==> src/rtl/cdb_pkg.sv <==
// Shared common-data-bus definitions.
// Field layouts of the dispatch word (instruction_in) and the CDB word
// (solution), their widths, the ALU opcode set and the bit that marks a
// memory operation. The reservation station and memory unit import the same
// package, so every producer and consumer agrees on the encodings.
package cdb_pkg;

  localparam int TAG_W  = 3;
  localparam int REG_W  = 4;
  localparam int DATA_W = 16;
  localparam int OPC_W  = 4;

  localparam int INSTR_W = TAG_W + OPC_W + REG_W + 2 * DATA_W;  // 43
  localparam int SOL_W   = REG_W + TAG_W + DATA_W;              // 23

  // instruction_in field bounds
  localparam int INSTR_TAG_HI  = 42;
  localparam int INSTR_TAG_LO  = 40;
  localparam int INSTR_OP_HI   = 39;
  localparam int INSTR_OP_LO   = 36;
  localparam int INSTR_DEST_HI = 35;
  localparam int INSTR_DEST_LO = 32;
  localparam int INSTR_B_HI    = 31;
  localparam int INSTR_B_LO    = 16;
  localparam int INSTR_C_HI    = 15;
  localparam int INSTR_C_LO    = 0;

  // solution field bounds
  localparam int SOL_DEST_HI = 22;
  localparam int SOL_DEST_LO = 19;
  localparam int SOL_TAG_HI  = 18;
  localparam int SOL_TAG_LO  = 16;
  localparam int SOL_DATA_HI = 15;
  localparam int SOL_DATA_LO = 0;

  // Opcode bit 3 set means a memory op; the ALU never executes those.
  localparam int MEM_OP_BIT = 3;

  typedef enum logic [OPC_W-1:0] {
    OP_ADD = 4'h0,
    OP_SUB = 4'h1,
    OP_MUL = 4'h2,
    OP_AND = 4'h3,
    OP_OR  = 4'h4,
    OP_SLT = 4'h5,
    OP_SLL = 4'h6,
    OP_SRL = 4'h7
  } opcode_e;

  // Packed layouts match the bit bounds above, MSB first.
  typedef struct packed {
    logic [TAG_W-1:0]  tag;
    logic [OPC_W-1:0]  opcode;
    logic [REG_W-1:0]  dest;
    logic [DATA_W-1:0] b;
    logic [DATA_W-1:0] c;
  } instr_t;

  typedef struct packed {
    logic [REG_W-1:0]  dest;
    logic [TAG_W-1:0]  tag;
    logic [DATA_W-1:0] data;
  } solution_t;

  typedef enum logic {
    S_IDLE = 1'b0,
    S_EXEC = 1'b1
  } alu_state_e;

endpackage

==> src/rtl/alu_cdb_unit_if.sv <==
// Dispatch + CDB bundle of the ALU execution unit.
//   run, instruction_in : dispatch strobe and 43-bit instruction word
//   alu_ready           : unit can accept a dispatch this cycle
//   cdb_grant           : arbiter grants the CDB to this unit
//   store_cdb, solution : CDB request and 23-bit result word
//   drop_err            : sticky refused-dispatch flag
// master = reservation station / arbiter side, slave = the ALU unit.
interface alu_cdb_unit_if;
  import cdb_pkg::*;

  logic               run;
  logic [INSTR_W-1:0] instruction_in;
  logic               alu_ready;
  logic               cdb_grant;
  logic               store_cdb;
  logic [SOL_W-1:0]   solution;
  logic               drop_err;

  modport master (
    output run, instruction_in, cdb_grant,
    input  alu_ready, store_cdb, solution, drop_err
  );

  modport slave (
    input  run, instruction_in, cdb_grant,
    output alu_ready, store_cdb, solution, drop_err
  );

endinterface

==> src/rtl/result_fifo.sv <==
// Synchronous result FIFO between ALU execution and CDB arbitration.
//   clock, reset : rising-edge clock, asynchronous active-high reset
//   push, push_data : write an entry (ignored when full)
//   pop             : drop the head entry (ignored when empty)
//   head            : current head entry (valid when !empty)
//   empty, full, count : occupancy status
// Pointers wrap naturally; the extra count bit tells full from empty.
// A push into an empty FIFO becomes the head on that edge, with no
// same-cycle bypass.
module result_fifo #(
  parameter int WIDTH = 23,
  parameter int DEPTH = 4,
  localparam int PTR_W = $clog2(DEPTH),
  localparam int CNT_W = PTR_W + 1
) (
  input  logic             clock,
  input  logic             reset,
  input  logic             push,
  input  logic [WIDTH-1:0] push_data,
  input  logic             pop,
  output logic [WIDTH-1:0] head,
  output logic             empty,
  output logic             full,
  output logic [CNT_W-1:0] count
);

  logic [WIDTH-1:0] mem [DEPTH];
  logic [PTR_W-1:0] wr_ptr;
  logic [PTR_W-1:0] rd_ptr;
  logic             do_push;
  logic             do_pop;

  assign empty   = (count == '0);
  assign full    = (count == CNT_W'(DEPTH));
  assign do_push = push && !full;
  assign do_pop  = pop && !empty;
  assign head    = mem[rd_ptr];

  // NOTE: the storage array has no reset; only pointers and count do, and
  // the top masks the head while empty, so stale contents are never seen.
  always_ff @(posedge clock) begin
    if (do_push) mem[wr_ptr] <= push_data;
  end

  always_ff @(posedge clock or posedge reset) begin
    if (reset) begin
      wr_ptr <= '0;
      rd_ptr <= '0;
      count  <= '0;
    end else begin
      if (do_push) wr_ptr <= wr_ptr + 1'b1;
      if (do_pop)  rd_ptr <= rd_ptr + 1'b1;
      case ({do_push, do_pop})
        2'b10:   count <= count + 1'b1;
        2'b01:   count <= count - 1'b1;
        default: count <= count;
      endcase
    end
  end

endmodule

==> src/rtl/alu_cdb_unit.sv <==
// ALU execution unit feeding the common data bus.
//   clock, reset : rising-edge clock, asynchronous active-high reset
//   bus (slave)  : dispatch from the reservation station (run,
//                  instruction_in, alu_ready) and CDB request towards the
//                  arbiter (store_cdb, solution, cdb_grant), plus drop_err.
// One op is in flight at a time: IDLE latches the operands, EXEC counts the
// op latency down and pushes {dest, tag, data} into the result FIFO, whose
// head is offered on the CDB until granted.
module alu_cdb_unit
  import cdb_pkg::*;
#(
  parameter int FIFO_DEPTH  = 4,
  parameter int MUL_LATENCY = 3
) (
  input  logic           clock,
  input  logic           reset,
  alu_cdb_unit_if.slave  bus
);

  localparam int CNT_W  = (MUL_LATENCY > 1) ? $clog2(MUL_LATENCY) : 1;
  localparam int FCNT_W = $clog2(FIFO_DEPTH) + 1;
  localparam logic [CNT_W-1:0]  MUL_LOAD = CNT_W'(MUL_LATENCY - 1);
  localparam logic [FCNT_W-1:0] DEPTH_C  = FCNT_W'(FIFO_DEPTH);

  alu_state_e        state;
  alu_state_e        next_state;
  instr_t            instr;
  logic [TAG_W-1:0]  tag_q;
  logic [REG_W-1:0]  dest_q;
  logic [OPC_W-1:0]  op_q;
  logic [DATA_W-1:0] b_q;
  logic [DATA_W-1:0] c_q;
  logic [CNT_W-1:0]  cnt;
  logic [DATA_W-1:0] alu_result;
  logic              ready;
  logic              accept;
  logic              refuse;
  logic              exec_done;
  logic              drop_err_q;

  solution_t         push_entry;
  logic [SOL_W-1:0]  fifo_head;
  logic              fifo_empty;
  logic              fifo_full;
  logic [FCNT_W-1:0] fifo_count;
  logic              fifo_pop;

  assign instr = instr_t'(bus.instruction_in);

  // Combinational so a dispatch can never be accepted into a full FIFO.
  assign ready         = (state == S_IDLE) && (fifo_count < DEPTH_C);
  assign bus.alu_ready = ready;

  // NOTE: state registers use non-blocking assignments so every flop
  // samples pre-edge values, independent of block ordering.
  always_ff @(posedge clock or posedge reset) begin
    if (reset) state <= S_IDLE;
    else       state <= next_state;
  end

  // NOTE: every output of this block gets a default first, so no path
  // leaves a signal unassigned and no latch is inferred.
  always_comb begin
    next_state = state;
    accept     = 1'b0;
    refuse     = 1'b0;
    exec_done  = 1'b0;
    case (state)
      S_IDLE: begin
        if (bus.run) begin
          if (ready && !instr.opcode[MEM_OP_BIT]) begin
            accept     = 1'b1;
            next_state = S_EXEC;
          end else begin
            refuse = 1'b1;
          end
        end
      end
      S_EXEC: begin
        if (bus.run) refuse = 1'b1;
        if (cnt == '0) begin
          exec_done  = 1'b1;
          next_state = S_IDLE;
        end
      end
      default: next_state = S_IDLE;
    endcase
  end

  // Operand latch, latency counter and sticky refusal flag.
  always_ff @(posedge clock or posedge reset) begin
    if (reset) begin
      tag_q      <= '0;
      dest_q     <= '0;
      op_q       <= '0;
      b_q        <= '0;
      c_q        <= '0;
      cnt        <= '0;
      drop_err_q <= 1'b0;
    end else begin
      if (accept) begin
        tag_q  <= instr.tag;
        dest_q <= instr.dest;
        op_q   <= instr.opcode;
        b_q    <= instr.b;
        c_q    <= instr.c;
        cnt    <= (instr.opcode == OP_MUL) ? MUL_LOAD : '0;
      end else if (state == S_EXEC && cnt != '0) begin
        cnt <= cnt - 1'b1;
      end
      if (refuse) drop_err_q <= 1'b1;
    end
  end

  assign bus.drop_err = drop_err_q;

  // Results wrap modulo 2^16; shifts use only the low four bits of C.
  always_comb begin
    alu_result = '0;
    case (op_q)
      OP_ADD: alu_result = b_q + c_q;
      OP_SUB: alu_result = b_q - c_q;
      OP_MUL: alu_result = b_q * c_q;
      OP_AND: alu_result = b_q & c_q;
      OP_OR:  alu_result = b_q | c_q;
      OP_SLT: alu_result = {{(DATA_W-1){1'b0}}, ($signed(b_q) < $signed(c_q))};
      OP_SLL: alu_result = b_q << c_q[3:0];
      OP_SRL: alu_result = b_q >> c_q[3:0];
      default: alu_result = '0;
    endcase
  end

  assign push_entry = '{dest: dest_q, tag: tag_q, data: alu_result};
  assign fifo_pop   = !fifo_empty && bus.cdb_grant;

  result_fifo #(
    .WIDTH (SOL_W),
    .DEPTH (FIFO_DEPTH)
  ) u_result_fifo (
    .clock     (clock),
    .reset     (reset),
    .push      (exec_done && !fifo_full),
    .push_data (push_entry),
    .pop       (fifo_pop),
    .head      (fifo_head),
    .empty     (fifo_empty),
    .full      (fifo_full),
    .count     (fifo_count)
  );

  assign bus.store_cdb = !fifo_empty;
  assign bus.solution  = fifo_empty ? '0 : fifo_head;

endmodule

==> src/flat_wrapper.sv <==
// flat-port wrapper written by rule: the top's interface ports become plain ports
module alu_cdb_unit_flat import cdb_pkg::*;
#(
  parameter int FIFO_DEPTH  = 4,
  parameter int MUL_LATENCY = 3
)
  (clock, reset, bus_run, bus_instruction_in, bus_cdb_grant, bus_alu_ready, bus_store_cdb, bus_solution, bus_drop_err);
  alu_cdb_unit_if bus_i ();
  input  logic clock;
  input  logic reset;
  input wire logic [$bits(bus_i.run)-1:0] bus_run;
  input wire logic [$bits(bus_i.instruction_in)-1:0] bus_instruction_in;
  input wire logic [$bits(bus_i.cdb_grant)-1:0] bus_cdb_grant;
  output wire logic [$bits(bus_i.alu_ready)-1:0] bus_alu_ready;
  output wire logic [$bits(bus_i.store_cdb)-1:0] bus_store_cdb;
  output wire logic [$bits(bus_i.solution)-1:0] bus_solution;
  output wire logic [$bits(bus_i.drop_err)-1:0] bus_drop_err;
  assign bus_i.run = bus_run;
  assign bus_i.instruction_in = bus_instruction_in;
  assign bus_i.cdb_grant = bus_cdb_grant;
  assign bus_alu_ready = bus_i.alu_ready;
  assign bus_store_cdb = bus_i.store_cdb;
  assign bus_solution = bus_i.solution;
  assign bus_drop_err = bus_i.drop_err;
  alu_cdb_unit #(.FIFO_DEPTH(FIFO_DEPTH), .MUL_LATENCY(MUL_LATENCY)) u_core (.clock(clock), .reset(reset), .bus(bus_i));
endmodule
==> config.mk <==
export PLATFORM = sky130hd
export DESIGN_NAME = alu_cdb_unit_flat
export DESIGN_NICKNAME = d
export VERILOG_FILES = /design/src/rtl/cdb_pkg.sv /design/src/rtl/alu_cdb_unit_if.sv /design/src/rtl/result_fifo.sv /design/src/rtl/alu_cdb_unit.sv /design/src/flat_wrapper.sv
export SDC_FILE = /design/constraint.sdc
export NUM_CORES = 1
export LEC_CHECK = 0
export BUFFER_PORTS_ARGS = -buffer_cell sky130_fd_sc_hd__clkbuf_2
export CAP_MARGIN = 15
export CELL_PAD_IN_SITES_DETAIL_PLACEMENT = 0
export CELL_PAD_IN_SITES_GLOBAL_PLACEMENT = 1
export CORE_UTILIZATION = 30
export DETAILED_ROUTE_END_ITERATION = 10
export PLACE_DENSITY_LB_ADDON = 0.12
export SLEW_MARGIN = 10
export SYNTH_ARGS = -nofsm -noshare
export SYNTH_HDL_FRONTEND = slang
export SYNTH_SLANG_ARGS = --single-unit
==> constraint.sdc <==
create_clock -name clock -period 7.4 [get_ports clock]
set_input_delay 0 -clock clock [delete_from_list [all_inputs] [get_ports clock]]
set_output_delay 0 -clock clock [all_outputs]
set_load 0.05 [all_outputs]
; ---- Word level (Yosys, flattened, before mapping)
; Memory sizes are Yosys's and may differ from the RTL's.
; Index checks and enable logic that the tools add are counted.
[classes]
n_addsub = 7
multipliers = 1
div = 0
order_cmp = 2
n_eq_ne = 11
n_shift = 2
mux = 19
bitwise = 3
n_reduce_logical = 16
[op_table]
columns = operator, count
row1 = $pmux W16 S8, 1
row2 = $mux W23, 1
row3 = $add A16 B16 Y16, 1
row4 = $and A16 B16 Y16, 1
row5 = $eq A4 B3 Y1 const B, 4
row6 = $lt A16 B16 Y1, 1
row7 = $mul A16 B16 Y16, 1
row8 = $or A16 B16 Y16, 1
row9 = $shl A16 B4 Y16, 1
row10 = $shr A16 B4 Y16, 1
row11 = $sub A16 B16 Y16, 1
row12 = $eq A4 B2 Y1 const B, 3
row13 = $mux W1, 11
row14 = $logic_and A1 B1 Y1, 7
row15 = $mux W2, 3
row16 = $pmux W3 S2, 1
row17 = $reduce_bool A2 Y1, 3
row18 = $add A2 B1 Y2 const B, 2
row19 = $eq A4 B1 Y1 const B, 1
row20 = $logic_not A4 Y1, 1
row21 = $pmux W1 S2, 2
row22 = $add A3 B1 Y3 const B, 1
row23 = $eq A3 B3 Y1 const B, 1
row24 = $logic_not A1 Y1, 3
row25 = 8 further kinds, 8
[totals]
regBits = 54
latchBits = 0
ramBits = 92
romBits = 0
input_bits = 47
wordCells = 73
n_memories = 1
[mem_list]
columns = memory, depth, width, read_ports, rd_ports_with_merged_regs, wr, line
row1 = u_core.u_result_fifo.mem, 4, 23, 1, 0, 1, result_fifo.sv:27  ; logic [WIDTH-1:0] mem [DEPTH];

; ---- Longest topological paths before layout
[depth]
depth_word = 7
ltp_mapped = 25

; ---- Modules after synthesis
; A second synthesis with hierarchy kept.
[hier_totals]
cells_unflattened = 1288
hier_area_um2 = 12647.1
[modules_own_cells]
columns = mod, n_inst, cells_per_inst, area_per_inst_um2
row1 = alu_cdb_unit, 1, 1129, 8852.2
row2 = result_fifo, 1, 159, 3794.9

; ---- Least setup slack after synthesis
; OpenSTA, ideal clock, no wires.
[synth_timing]
kind = register to register
from = register u_core.c_q[2]
to = memory u_core.u_result_fifo.mem[0][14] (data pin)
setup_time_ns = 0.285
t_arrival_ns = 5.851
t_required_ns = 7.115
setup_slack_ns = 1.264
stages_incl_launch_ff = 21
cell_sequence = dfrtp_1 > clkbuf_1 > clkbuf_1 > buf_1 > nand2_1 > fa_1 > fa_1 > fa_1 > fa_1 > inv_1 > fa_1 > inv_1 > fa_1 > inv_1 > ha_1 > and3_1 > a211o_1 > a21o_1 > a21oi_1 > xor2_1 > o211ai_1
[synth_between]
elab_chain_cells = 2
[synth_rtl]
columns = element, line
row1 = from (decl), alu_cdb_unit.sv:32  ; logic [DATA_W-1:0] c_q;
row2 = from (signal assigned), alu_cdb_unit.sv:106  ; c_q <= instr.c;
row3 = $mul A16 B16 Y16 (tied with other cells), alu_cdb_unit.sv:123  ; OP_MUL: alu_result = b_q * c_q;
row4 = $pmux W16 S8 *, alu_cdb_unit.sv:120  ; case (op_q)
row5 = net u_core.alu_result[14], alu_cdb_unit.sv:34  ; logic [DATA_W-1:0] alu_result;
row6 = to (decl), result_fifo.sv:27
; Mark *: on every way through the listed nets, which the timed path passes. The rest lies on a longest branch.

; ---- Final worst setup path
[layout_timing]
from = register u_core.b_q[5]
to = memory u_core.u_result_fifo.mem[0][10] (data pin)
[layout_between]
elab_chain_cells = 2
[layout_rtl]
columns = element, line
row1 = from (decl), alu_cdb_unit.sv:31  ; logic [DATA_W-1:0] b_q;
row2 = from (signal assigned), alu_cdb_unit.sv:105  ; b_q <= instr.b;
row3 = $mul A16 B16 Y16 (tied with other cells), alu_cdb_unit.sv:123
row4 = $pmux W16 S8 *, alu_cdb_unit.sv:120
row5 = net u_core.alu_result[10], alu_cdb_unit.sv:34
; Marked as above.

==> flow_summary.toml <==
[status]
status = "complete, no violations"

[timing]
setup_tns_ps = 0
finalSetupViolations = 0
fin_skew_ps = 16.18
slew_viol_final = 0
hold_violations = 0
fin_crit_ps = 6505
finalCritPeriodShare_pct = 87.91
fin_ws_ps = 894.6
worstMarginPinSlew_ps = 840.3
worst_slew_margin_rel_pct = 43.39
rsz0062_at_grt = "no"
max_freq_mhz = 153.7

[detailed_routing]
vias = 9923
wl_per_cell_um = 22.51
post_drt_via_cell_ratio = 5.017
first_iter_violations = 653
antenna_left = 0
postRouteWirelength_mm = 44.52
drc_errors = 0
dr.pass1.iters = 5

[cts]
cts_max_path_buffers = 2
clock_latency_ps = 450
numCtsBuffers = 17
cts_tree = "yes"
cts_sinks = 146
cts_setup_buffers = 0
htreeDepth = 4
clockRootBuffer = "clkbuf_16"
path_clk_slew_ps = 80

[placement]
placed_cells = 1899
finalWeightedCongestion = 0.9001
io_buffers = 72
pre_cts_slack_ps = 872.1
hpwl_mm = 34.38

[synthesis]
yosysWarnings = 0
ys_types = 64
yosysTopAreaCell = "edfxtp_1"
synthesis.area_mm2 = 0.01271
synth.most_common_cell = "inv_1"
synth_seq_cells = 146
synthArstFlopShare_pct = 36.99
yosysTopAreaCellShare_pct = 21.74
synth_cells = 1323
synth_fp_nets = 1558
synth_area_leaders = "edfxtp_1, fa_1, dfrtp_1"
synthFlopType = "edfxtp_1"
ys_seq_area_share_pct = 32.38
synth.avg_cell_area_um2 = 9.604
synth_edf_count = 92
synth_common_cells = "inv_1, nand2_1, nor2_1"

[floorplan]
die_w_um = 207.8
die_h_um = 207.8
die-area_mm2 = 0.04318
num_rows = 75
start_util_pct = 30.36
coreArea_mm2 = 0.04185
io_pins = 73

[critical_path]
arrival_ps = 6610
path_max_fanout = 11
criticalPathCategory = "reg -> reg"
startpoint_type = "register"
cp_data_required_time_ps = 7510
cp-end-kind = "register"

[final_layout]
stdcell_count = 1978
layout.area.seq_mm2 = 0.004114
multi_input_area_mm2 = 0.007664
layout-drive-gt1-share_pct = 12.37
nFillCells = 4386
diodes = 0
area.growth.synth_to_final_pct = 16.38
fin_nets = 1661
post-route-util_pct = 35.33

[global_route]
grt_usage_pct = 21.30
grt_overflow = 0
grt_first_pass_wirelength_mm = 67.62
grt_pass1_vias = 10412
grt_antenna_before_repair = 0
grt_max_degree = 82

[hold_path]
hold_class = "in -> reg"

[flow_run]
drv_cap = 0
==> per-stage QoR <==
stage          hold WS (ps)  area (µm²)
2_1_floorplan         116.8       12710
3_3_place_gp          205.0       13690
3_5_place_dp          207.8       13690
4_1_cts               262.3       14790
5_1_grt               300.0       14790
6_report              291.6       14790
==> sequential cells by signal, summed over array words and instances (netlist names) <==
register / cells
u_core.state: 1
u_core.b_q: 16
u_core.c_q: 16
u_core.op_q: 4
u_core.u_result_fifo.wr_ptr: 2
u_core.u_result_fifo.mem: 92
u_core.bus.drop_err: 1
u_core.tag_q: 3
u_core.cnt: 2
u_core.u_result_fifo.count: 3
u_core.dest_q: 4
u_core.u_result_fifo.rd_ptr: 2
==> worst max-delay path: stages (launching register included) <==
cell	delay (ps)
dfrtp_1	700
clkinv_1	470
nor2_1	250
fa_1	460
fa_1	490
ha_1	200
fa_1	510
inv_1	70
fa_1	490
fa_1	490
inv_1	40
ha_1	340
a21oi_1	130
o21ai_0	150
a21oi_1	220
xor2_1	170
nor2_1	110
a2111oi_0	500
o21ai_0	360
==> area by class of cell <==
cell class                 count  share of cell area, %
timing repair buffer         148                  7.091
inverter                     175                  4.442
multi-input combinational    938                  51.83
clock buffer                  17                  2.877
clock inverter                15                  1.379
sequential                   146                  27.82
tap                          539                  4.561
==> layer usage <==
layer | up-vias | global-route usage (%) | wire length, µm
met3 | 53 | 2.784 | 1632
met4 | 0 | 6.897 | 1140
met1 | 4940 | 28.79 | 20580
li1 | 4690 | - | -
met5 | - | 0 | 0
met2 | 240 | 35.23 | 21170
==> repair_timing <==
item	4_1_cts	5_1_grt
hold buffers	47	0
resized for setup	0	0
endpoints found under the hold margin	100	0
setup endpoints to repair	0	0
==> worst paths after layout <==
kind,start,end,slack [ps],depth (start not counted)
worst max-delay path,u_core.b_q[5]$_DFFE_PP0P_,u_core.u_result_fifo.mem[0][10]$_DFFE_PP_,890,18
worst min-delay path,bus_instruction_in[6],u_core.c_q[6]$_DFFE_PP0P_,290,4
worst max register to register,u_core.b_q[5]$_DFFE_PP0P_,u_core.u_result_fifo.mem[0][10]$_DFFE_PP_,890,18
worst min register to register,u_core.u_result_fifo.count[0]$_DFFE_PP0P_,u_core.u_result_fifo.count[0]$_DFFE_PP0P_,500,1
max in group asynchronous,reset,u_core.b_q[2]$_DFFE_PP0P_,6520,4
min in group asynchronous,reset,u_core.c_q[14]$_DFFE_PP0P_,320,4
==> logic make-up after synthesis <==
group                      Yosys count  synth area share (%)
and+or+nand+nor                    380                 13.24
AOI/OAI and AO/OA                  258                 12.66
buffers and inverters              239                 7.317
adders and majority gates          188                 23.36
DFF                                146                 32.38
xor gates and xnor gates            56                 3.860
muxes                               56                 7.179
==> cell usage in the layout, fill, tap and decap left out, types with 5 or more instances in the layout <==
cell type / count
xor2_1: 15
o221ai_1: 11
o21ai_0: 91
mux4_2: 27
ha_1: 106
clkbuf_16: 17
a21boi_0: 5
nor3_1: 23
a21oi_1: 52
and2_1: 30
nand2_1: 159
clkinv_1: 10
dlygate4sd3_1: 47
xnor2_1: 41
a31oi_1: 7
nor2b_1: 7
a211oi_1: 17
inv_1: 166
o22ai_1: 11
buf_4: 29
clkbuf_2: 72
dfrtp_1: 54
nand3_1: 7
o211ai_1: 7
mux2i_1: 18
edfxtp_1: 92
o31ai_1: 5
nor2_1: 115
o21bai_1: 8
nand2b_1: 12
fa_1: 82
a21o_1: 7
mux2_2: 11
Power is left out: the tool's default activity adds up to more than one toggle a clock period on the data nets, which glitch-free logic cannot reach.
